**config.mk**
```make
export PLATFORM = sky130hd
export DESIGN_NAME = universal_shift_reg
export DESIGN_NICKNAME = d
export VERILOG_FILES = /design/src/rtl/universal_shift_reg.sv
export SDC_FILE = /design/constraint.sdc
export NUM_CORES = 1
export LEC_CHECK = 0
export CAP_MARGIN = 10
export CORE_ASPECT_RATIO = 1.75
export CORE_MARGIN = 2
export CORE_UTILIZATION = 52
export DETAILED_ROUTE_END_ITERATION = 16
export PLACE_DENSITY = 0.85
export SYNTH_ARGS = -nofsm -noshare
export SYNTH_HDL_FRONTEND = slang
export SYNTH_SLANG_ARGS = --single-unit
```
**constraint.sdc**
```tcl
create_clock -name Clock -period 4.2 [get_ports Clock]
set_input_delay 0.84 -clock Clock [delete_from_list [all_inputs] [get_ports Clock]]
set_output_delay 0.84 -clock Clock [all_outputs]
set_load 0.01 [all_outputs]
```
**src/rtl/universal_shift_reg.sv**
```systemverilog
// universal_shift_reg
//   WIDTH-bit register with hold / shift-right / shift-left / parallel-load
//   modes. It also has a burst engine that performs Count shifts on its own
//   and reports Busy and Done.
//
//   Optional feature macro: ROTATE_EN. When it is defined, the Rot input
//   exists and Rot=1 makes every shift a rotate.
//
// Ports
//   Clock   : system clock, posedge
//   Reset   : synchronous, active-high
//   Mode    : 00 hold, 01 shift right, 10 shift left, 11 parallel load
//   D       : parallel load data
//   SerIn   : fill bit for shifts
//   Start   : begin a burst (only looked at in IDLE, with Mode 01/10 and Count>0)
//   Count   : burst length, clamped to WIDTH
//   Rot     : (ROTATE_EN only) rotate instead of filling from SerIn
//   Q       : register contents
//   SerOut  : bit that left the register on the most recent shift
//   Busy    : burst in progress
//   Done    : one-cycle pulse, one cycle after the final burst shift
module universal_shift_reg #(
  parameter int WIDTH = 8,
  parameter int CW    = $clog2(WIDTH+1)
) (
  input  logic             Clock,
  input  logic             Reset,
  input  logic [1:0]       Mode,
  input  logic [WIDTH-1:0] D,
  input  logic             SerIn,
  input  logic             Start,
  input  logic [CW-1:0]    Count,
`ifdef ROTATE_EN
  input  logic             Rot,
`endif
  output logic [WIDTH-1:0] Q,
  output logic             SerOut,
  output logic             Busy,
  output logic             Done
);

  typedef enum logic {IDLE, BURST} state_t;

  state_t          state;
  logic [CW-1:0]   rem;       // shifts still to do in BURST
  logic            dir_r;     // latched direction, 1 = right
  logic            fin;       // final shift happened last edge; Done follows
`ifdef ROTATE_EN
  logic            rot_q;     // latched Rot for the burst
`endif

  logic [CW-1:0]    cnt_c;
  logic             right, rot_eff, fill, so_shift, start_ok;
  logic [WIDTH-1:0] q_shift;

  assign cnt_c = (int'(Count) > WIDTH) ? CW'(WIDTH) : Count;

  // A single shifter serves both the single-step modes and the burst. In BURST
  // the direction and rotate come from the latched copies. In IDLE they come
  // from the live inputs.
  always_comb begin
    right = (state == BURST) ? dir_r : (Mode == 2'b01);
`ifdef ROTATE_EN
    rot_eff = (state == BURST) ? rot_q : Rot;
`else
    rot_eff = 1'b0;
`endif
    so_shift = right ? Q[0] : Q[WIDTH-1];
    fill     = rot_eff ? so_shift : SerIn;
    q_shift  = right ? {fill, Q[WIDTH-1:1]} : {Q[WIDTH-2:0], fill};
    start_ok = (state == IDLE) && Start && (Mode == 2'b01 || Mode == 2'b10) &&
               (cnt_c != '0);
  end

  always_ff @(posedge Clock) begin
    if (Reset) begin
      state  <= IDLE;
      Q      <= '0;
      SerOut <= 1'b0;
      Busy   <= 1'b0;
      Done   <= 1'b0;
      fin    <= 1'b0;
      rem    <= '0;
      dir_r  <= 1'b0;
`ifdef ROTATE_EN
      rot_q  <= 1'b0;
`endif
    end else begin
      Done <= fin;
      fin  <= 1'b0;
      case (state)
        IDLE: begin
          case (Mode)
            2'b00: ;
            2'b01, 2'b10: begin
              Q      <= q_shift;
              SerOut <= so_shift;
            end
            2'b11: Q <= D;
          endcase
          // The first burst shift is the Mode step above, which happens on this edge.
          if (start_ok) begin
            dir_r <= (Mode == 2'b01);
`ifdef ROTATE_EN
            rot_q <= Rot;
`endif
            if (cnt_c == CW'(1)) begin
              fin <= 1'b1;
            end else begin
              state <= BURST;
              rem   <= cnt_c - CW'(1);
              Busy  <= 1'b1;
            end
          end
        end
        BURST: begin
          Q      <= q_shift;
          SerOut <= so_shift;
          rem    <= rem - CW'(1);
          if (rem == CW'(1)) begin
            state <= IDLE;
            Busy  <= 1'b0;
            fin   <= 1'b1;
          end
        end
      endcase
    end
  end

endmodule

```
==> flow_summary.yaml, run 1 <==
yosys:
  synth.avg_cell_area_um2: 8.93
  yosysSeqAreaShare: 0.299
  synth_top_area_share: 0.299
  synth_cells: 135
  synth.area.top_cells: "dfxtp_1 30%, mux2i_1 15%, ha_1 6.2%"
  synth_common_cells: "18 x dfxtp_1, 18 x mux2i_1, 14 x nor2_1, 11 x o21ai_0"
  synth_warnings: 0
  ys_seq_elements: 18
  synth_edf_count: 0
  netlist_area_um2: 1200
  yosys.area.top_type: "dfxtp_1"
  synthFlopType: "dfxtp_1"
  syn_nets: 159
  async_flop_share: 0
  synth_cell_types: 29
clock_network:
  clk_latency_ps: 250
  h-tree-depth: 1
  cts.root.buffer_cell: "clkbuf_8"
  cts_buffer_depth: 2
  cts_resized: 0
  cts_tree: "built"
  cts_made_buffers: 3
  clk_transition_reported_paths_ps: 70
  cts_hold_buffers: 0
  cts_sinks: 18
  cts_setup_buffers: 0
power:
  fin_total_pwr_uw: 520
  p_seq_frac: 0.429
  sw_frac_of_total: 0.309
  leakage_uw: 0.000550
  switchingPower_uw: 160
  clkPwrFrac: 0.268
  p_comb_frac: 0.303
  power_density_nw_per_um2: 339
  ir_worst_vdd_mv: 0.278
  p_int_uw: 359
worst_setup_path:
  cp_data_required_time_ps: 4300
  slowest_delay_ps: 590
  endpoint_kind: "flop"
  start_kind: "input port"
  cp_slowest_cell: "clkdlybuf4s50_1"
  crit_chain: "clkdlybuf4s50_1 > nand2b_1 > ha_1 > nor2_2 > o311ai_4 > nor3b_1 > a2111oi_2"
  cp_max_fo: 9
  crit_arrival_ps: 2770
  crit_type: "in2reg"
sta:
  fin_crit_sh: 0.636
  finalHoldViolations: 0
  whs_ps: 450
  tns_ps: 0
  min_period_ps: 2670
  drv_slew: 0
  setup-violations-final: 0
  tightestPinTransition_ps: 891
  skew_ps: 2.91
  relSlewSlack: 0.405
  rsz0062_at_grt: "no"
  fmax_mhz: 374
floorplan:
  io-pin-count: 29
  core_area_um2: 2240
  rows: 23
  die_x_um: 40.4
  start_util: 0.537
  die_h_um: 67.7
  die_area_um2: 2730
drt:
  vias: 1112
  vias_per_cell: 6.04
  postRouteAntennaNets: 0
  wl_um: 2910
  first_pass_iters: 4
  drc: 0
  drt_iter0_drc: 44
  wl_per_cell_um: 15.8
cells_and_area:
  syn2layout_area_growth_pct: 27.2
  n_fill_cell: 204
  final_layout_size_suffix_gt1_frac: 0.0755
  antenna_cells: 0
  final_net_count: 184
  finish.instance_area_um2: 1530
  utilization: 0.683
place:
  place_congestion: 0.763
  dpl.hpwl_um: 2200
  port_buffers: 28
  place_area_um2: 1480
flow_run:
  maxCapViolCount: 0
global_routing:
  top_usage_layer: "met2"
  met2_usage: 0.452
  grt_pass1_wl_um: 4820
  groute.layer.met3.usage: 0.0263
  grt_usage: 0.248
  grt_pass1_vias: 1069
  antenna_found_initial: 0
  use_met1: 0.278
  grt_max_degree: 25
  grt_remaining_overflow: 0
worst_hold_path:
  worstHoldPathType: "reg2reg"
run_status:
  status: "finished clean"
path summary, 6_finish.rpt:
kind         slack (ps)  startpoint  depth (start not counted)  endpoint
min                 450         fin                          1      Done
min reg2reg         450         fin                          1      Done
max                1530    Count[3]                          7    rem[0]
max reg2reg        2300       state                          4      Q[5]
power groups by stage:
stage,sequential (µW),combinational (µW),clock (µW)
final,223,157,140
after global routing,226,175,149
after CTS,222,158,143
after detailed placement,226,157,0
after global placement,225,150,0
after floorplan,220,98.5,0
cell families after synthesis:
| family | synth area share |
|---|---|
| muxes | 0.150 |
| adders and majority gates | 0.0623 |
| buffers and inverters | 0.0478 |
| and+or+nand+nor | 0.167 |
| AOI/OAI and AO/OA | 0.252 |
| DFF | 0.299 |
| xor gates and xnor gates | 0.0218 |
cell usage in the layout (no fill, tap or decap):
cell	instances
nor3b_1	1
nand3_1	4
dfxtp_1	18
a211oi_1	8
a31oi_1	2
inv_1	5
o2bb2ai_1	1
clkdlybuf4s50_1	28
o311ai_4	1
a2111oi_4	1
nand4b_1	1
a21oi_1	4
a2111oi_2	1
nor2_2	4
nor4b_2	1
nand2b_1	5
o21ai_0	11
ha_1	6
a22o_1	8
nand2_1	5
nor2_1	14
nor3_1	2
nor2b_1	2
clkbuf_8	4
xnor2_1	3
mux2i_1	18
o221ai_1	1
cell type report:
cell class / count / area, µm² / share of cell area
repair buffers: 28 / 280 / 0.183
flip-flops and latches: 18 / 360 / 0.235
clock buffers: 4 / 55.1 / 0.0359
inverters: 5 / 18.8 / 0.0122
well taps: 25 / 31.3 / 0.0204
multi-input cells: 104 / 787 / 0.513
state kept, by name, summed over array words and instances (netlist names):
| signal | count |
|---|---|
| Q | 8 |
| Done | 1 |
| fin | 1 |
| dir_r | 1 |
| state | 1 |
| SerOut | 1 |
| rem | 4 |
| Busy | 1 |
metal layers:
metal  part of all wire  routed length, µm  vias up
met5                  0                  0        -
met4              0.015                 45        0
met3              0.038                109        4
met2               0.57               1660       26
met1               0.37               1090      533
li1                   -                  -      549
worst max-delay path, delay by kind of cell:
family | cells | cell delay, ps
and+or+nand+nor | 3 | 570
adders and majority gates | 1 | 290
AOI/OAI and AO/OA | 2 | 490
buffers and inverters | 1 | 590
stage by stage:
| step | std cells | setup slack, ps |
|---|---|---|
| floorplan | 135 | 2080 |
| global placement | 180 | 1290 |
| detailed placement | 180 | 1250 |
| CTS | 184 | 1510 |
| global route | 184 | 1380 |
| finish | 184 | 1530 |
Note: power is estimated with default switching activity, not from simulation.
==> inputs of run 2 (changes only) <==
--- a/config.mk
+++ b/config.mk
@@ -8,9 +8,9 @@
 export CAP_MARGIN = 10
 export CORE_ASPECT_RATIO = 1.75
 export CORE_MARGIN = 2
-export CORE_UTILIZATION = 52
+export CORE_UTILIZATION = 49
 export DETAILED_ROUTE_END_ITERATION = 16
-export PLACE_DENSITY = 0.85
+export PLACE_DENSITY = 0.81
 export SYNTH_ARGS = -nofsm -noshare
 export SYNTH_HDL_FRONTEND = slang
 export SYNTH_SLANG_ARGS = --single-unit
==> constraint.sdc (replaced) <==
create_clock -name Clock -period 2.52 [get_ports Clock]
set_input_delay 0.504 -clock Clock [delete_from_list [all_inputs] [get_ports Clock]]
set_output_delay 0.504 -clock Clock [all_outputs]
set_load 0.01 [all_outputs]
==> flow_summary.yaml, run 2 (same netlist as run 1, synthesis figures left out) <==
worst_setup_path:
  crit_buf_inv: 2
  endpoint_kind: "flop"
  cp.depth: 5
  slowest_delay_ps: 660
  reg2reg_slack_ps: 830
  crit_type: "in2reg"
  cpLargestDelayFamily: "simple AND/OR/NAND/NOR gates"
  crit_arrival_ps: 2340
  start_kind: "input port"
  reg2reg_depth: 3
  crit_chain: "clkdlybuf4s50_1 > inv_1 > ha_1 > nor4b_2 > a22o_1"
  cp_slowest_cell: "nor4b_2"
  cp_max_fo: 8
  cp_data_required_time_ps: 2720
clock_network:
  cts_resized: 0
  cts.root.buffer_cell: "clkbuf_8"
  cts_hold_buffers: 0
  clk_latency_ps: 260
  cts_setup_buffers: 0
  cts_tree: "built"
  cts_buffer_depth: 2
  h-tree-depth: 1
  cts_sinks: 18
  cts_made_buffers: 3
  clk_transition_reported_paths_ps: 60
flow_run:
  maxCapViolCount: 0
run_status:
  status: "finished clean"
cells_and_area:
  largestRegisters: "Q (8), rem (4)"
  regArea_um2: 360
  antenna_cells: 0
  n_fill_cell: 198
  mostFrequentLayoutCells: "28 x clkdlybuf4s50_1, 18 x dfxtp_1, 18 x mux2i_1"
  final_layout_size_suffix_gt1_frac: 0.114
  utilization: 0.689
  largest_register: "Q"
  multi_input_area_um2: 787
  final_net_count: 191
  layout_commonest_cell: "clkdlybuf4s50_1"
  largest_register_ffs: 8
  syn2layout_area_growth_pct: 31.6
sta:
  tightestPinTransition_ps: 758
  skew_ps: 4.79
  tns_ps: 0
  min_period_ps: 2140
  whs_ps: 440
  setup-violations-final: 0
  drv_slew: 0
  fmax_mhz: 468
  relSlewSlack: 0.493
  finalHoldViolations: 0
  rsz0062_at_grt: "no"
  fin_crit_sh: 0.849
floorplan:
  die_x_um: 41.5
  rows: 23
  io-pin-count: 29
  die_area_um2: 2890
  die_h_um: 69.6
  start_util: 0.523
  core_area_um2: 2300
drt:
  vias: 1137
  first_pass_iters: 4
  postRouteAntennaNets: 0
  drc: 0
  drt_iter0_drc: 21
  wl_per_cell_um: 16.2
  wl_um: 3090
  vias_per_cell: 5.95
place:
  port_buffers: 28
  dpl.hpwl_um: 2400
  place_congestion: 0.833
global_routing:
  grt_usage: 0.222
  grt_pass1_wl_um: 5110
  grt_remaining_overflow: 0
  grt_max_degree: 19
  antenna_found_initial: 0
  grt_pass1_vias: 1125
power:
  leakage_uw: 0.000584
  fin_total_pwr_uw: 883
  ir_worst_vdd_mv: 0.482
  power_density_nw_per_um2: 557
worst_hold_path:
  holdPathStages: 1
  worstHoldPathType: "reg2reg"
## run 2: metrics by stage
step,cells,worst slack (ps),area (µm²)
finish,191,382,1590
global route,191,307,1590
CTS,191,377,1590
detailed placement,187,117,1530
global placement,187,192,1530
floorplan,135,740,1200
## run 2: final cells by class
cell class | count | area share
Inverter | 5 | 0.0118
Tap cell | 25 | 0.0197
Clock buffer | 4 | 0.0347
Multi-Input combinational cell | 104 | 0.496
Timing Repair Buffer | 35 | 0.210
Sequential cell | 18 | 0.227
## run 2: power breakdown
part / switching, µW / leakage [µW] / internal [µW]
logic: 129 / 0.000407 / 152
clock network: 96.8 / 0.0000288 / 139
registers: 49.1 / 0.000148 / 318
total: 275 / 0.000584 / 609
## run 2: worst paths after layout
path / to / startpoint
min: Done / fin
max reg2reg: Q[0] / state
min reg2reg: Done / fin
max: Q[0] / Mode[1]
## run 2: layer usage
layer	routed length, µm	part of all wire	GRT usage	vias up
met3	104	0.034	0.0313	8
met1	1110	0.36	0.212	540
met5	0	0	0	-
met2	1770	0.57	0.431	30
met4	101	0.033	0.118	0
li1	-	-	-	559
==> inputs of run 3 (changes only) <==
==> constraint.sdc (replaced) <==
create_clock -name Clock -period 2 [get_ports Clock]
set_input_delay 0.4 -clock Clock [delete_from_list [all_inputs] [get_ports Clock]]
set_output_delay 0.4 -clock Clock [all_outputs]
set_load 0.01 [all_outputs]
==> flow_summary.yaml, run 3 (same netlist as run 1, synthesis figures left out) <==
sta:
  tightestPinTransition_ps: 505
  skew_ps: 5.51
  setup-violations-final: 0
  min_period_ps: 1900
  finalHoldViolations: 0
  drv_slew: 0
  rsz0062_at_grt: "no"
  relSlewSlack: 0.662
  fin_crit_sh: 0.948
  whs_ps: 459
  fmax_mhz: 528
clock_network:
  clk_latency_ps: 260
  cts.root.buffer_cell: "clkbuf_8"
  clk_transition_reported_paths_ps: 70
  cts_sinks: 18
  cts_made_buffers: 3
  h-tree-depth: 1
  cts_tree: "built"
  cts_setup_buffers: 0
  cts_buffer_depth: 2
  cts_hold_buffers: 0
power:
  fin_total_pwr_uw: 1150
  p_seq_frac: 0.401
  switchingPower_uw: 363
  power_density_nw_per_um2: 676
  ir_worst_vdd_mv: 0.397
  sw_frac_of_total: 0.314
  clkPwrFrac: 0.262
  leakage_uw: 0.000662
  p_int_uw: 791
  p_comb_frac: 0.337
global_routing:
  top_usage_layer: "met2"
  met2_usage: 0.446
  grt_remaining_overflow: 0
  use_met1: 0.241
  grt_max_degree: 19
  grt_pass1_wl_um: 5330
  grt_usage: 0.231
  antenna_found_initial: 0
  groute.layer.met3.usage: 0.0260
  grt_pass1_vias: 1165
cells_and_area:
  final_layout_size_suffix_gt1_frac: 0.189
  n_fill_cell: 166
  utilization: 0.741
  finalNonFillerCells: 200
  antenna_cells: 0
  largest_register: "Q"
  mostFrequentLayoutCells: "26 x clkdlybuf4s50_1, 18 x dfxtp_1, 18 x mux2i_1"
  largestRegisters: "Q (8), rem (4)"
  final_net_count: 200
  syn2layout_area_growth_pct: 41.6
  largest_register_ffs: 8
  multi_input_area_um2: 823
  regArea_um2: 360
  layout_commonest_cell: "clkdlybuf4s50_1"
place:
  dp.cells: 196
  dpl.hpwl_um: 2420
  place_congestion: 0.800
  port_buffers: 28
drt:
  wl_um: 3250
  vias: 1146
  drc: 0
  drt_iter0_drc: 22
  first_pass_iters: 4
  postRouteAntennaNets: 0
  wl_per_cell_um: 16.2
  vias_per_cell: 5.73
floorplan:
  die_area_um2: 2890
  core_area_um2: 2300
  rows: 23
  io-pin-count: 29
  start_util: 0.523
  die_h_um: 69.6
  die_x_um: 41.5
worst_setup_path:
  cp_data_required_time_ps: 2180
  cp_max_fo: 3
  crit_arrival_ps: 2080
  start_kind: "input port"
  crit_type: "in2reg"
  endpoint_kind: "flop"
worst_hold_path:
  worstHoldPathType: "reg2reg"
run_status:
  status: "finished clean"
flow_run:
  maxCapViolCount: 0
## run 3: changes by cell type in the layout (fill, tap and decap cells not counted), sizes merged
cell	change
dlymetal6s2s	+2
buf	+9
clkdlybuf4s50	-2
## run 3: what timing repair did
item                                    4_1_cts  5_1_grt
resized for setup                             1        8
endpoints found under the hold margin         0        0
endpoints found under the setup margin        8        5
pin swaps                                     0        1
cloned                                        0        0
## run 3: critical path, cell delays in order
cell	delay (ps)
clkdlybuf4s50_1	540
nand2b_4	70
ha_2	200
buf_4	140
a2111oi_4	350
nand4b_1	190
a21oi_1	190
## run 3: area by class of cell
| type | count | area share |
|---|---|---|
| multi-input cells | 104 | 0.482 |
| repair buffers | 44 | 0.245 |
| flip-flops and latches | 18 | 0.211 |
| clock buffers | 4 | 0.0323 |
| well taps | 25 | 0.0183 |
| inverters | 5 | 0.0110 |
## run 3: worst paths after layout
check | cells past startpoint | from | end | slack [ps]
setup / recovery | 7 | Count[1] | fin | 100
setup reg to reg | 4 | state | fin | 480
hold reg to reg | 1 | fin | Done | 460
hold / removal | 1 | fin | Done | 460
## run 3: power by group through the flow
stage                     Clock, µW  Combinational, µW  Sequential (µW)
final                           303                389              462
after global routing            318                423              467
after CTS                       309                383              459
after detailed placement          0                377              467
after global placement            0                364              462
after floorplan                   0                207              461
## run 3: per-layer routing
| layer | wire (µm) | vias to the layer above |
|---|---|---|
| met1 | 1260 | 533 |
| met2 | 1830 | 35 |
| met5 | 0 | - |
| met4 | 59 | 0 |
| met3 | 108 | 5 |
| li1 | - | 573 |
## run 3: metrics by stage
stage | TNS (ps) | setup slack, ps | instance area (µm²)
2_1_floorplan | 0 | 324 | 1200
3_3_place_gp | -2950 | -266 | 1610
3_5_place_dp | -3740 | -334 | 1610
6_report | 0 | 104 | 1710
4_1_cts | 0 | 37.5 | 1670
5_1_grt | 0 | 46.5 | 1710
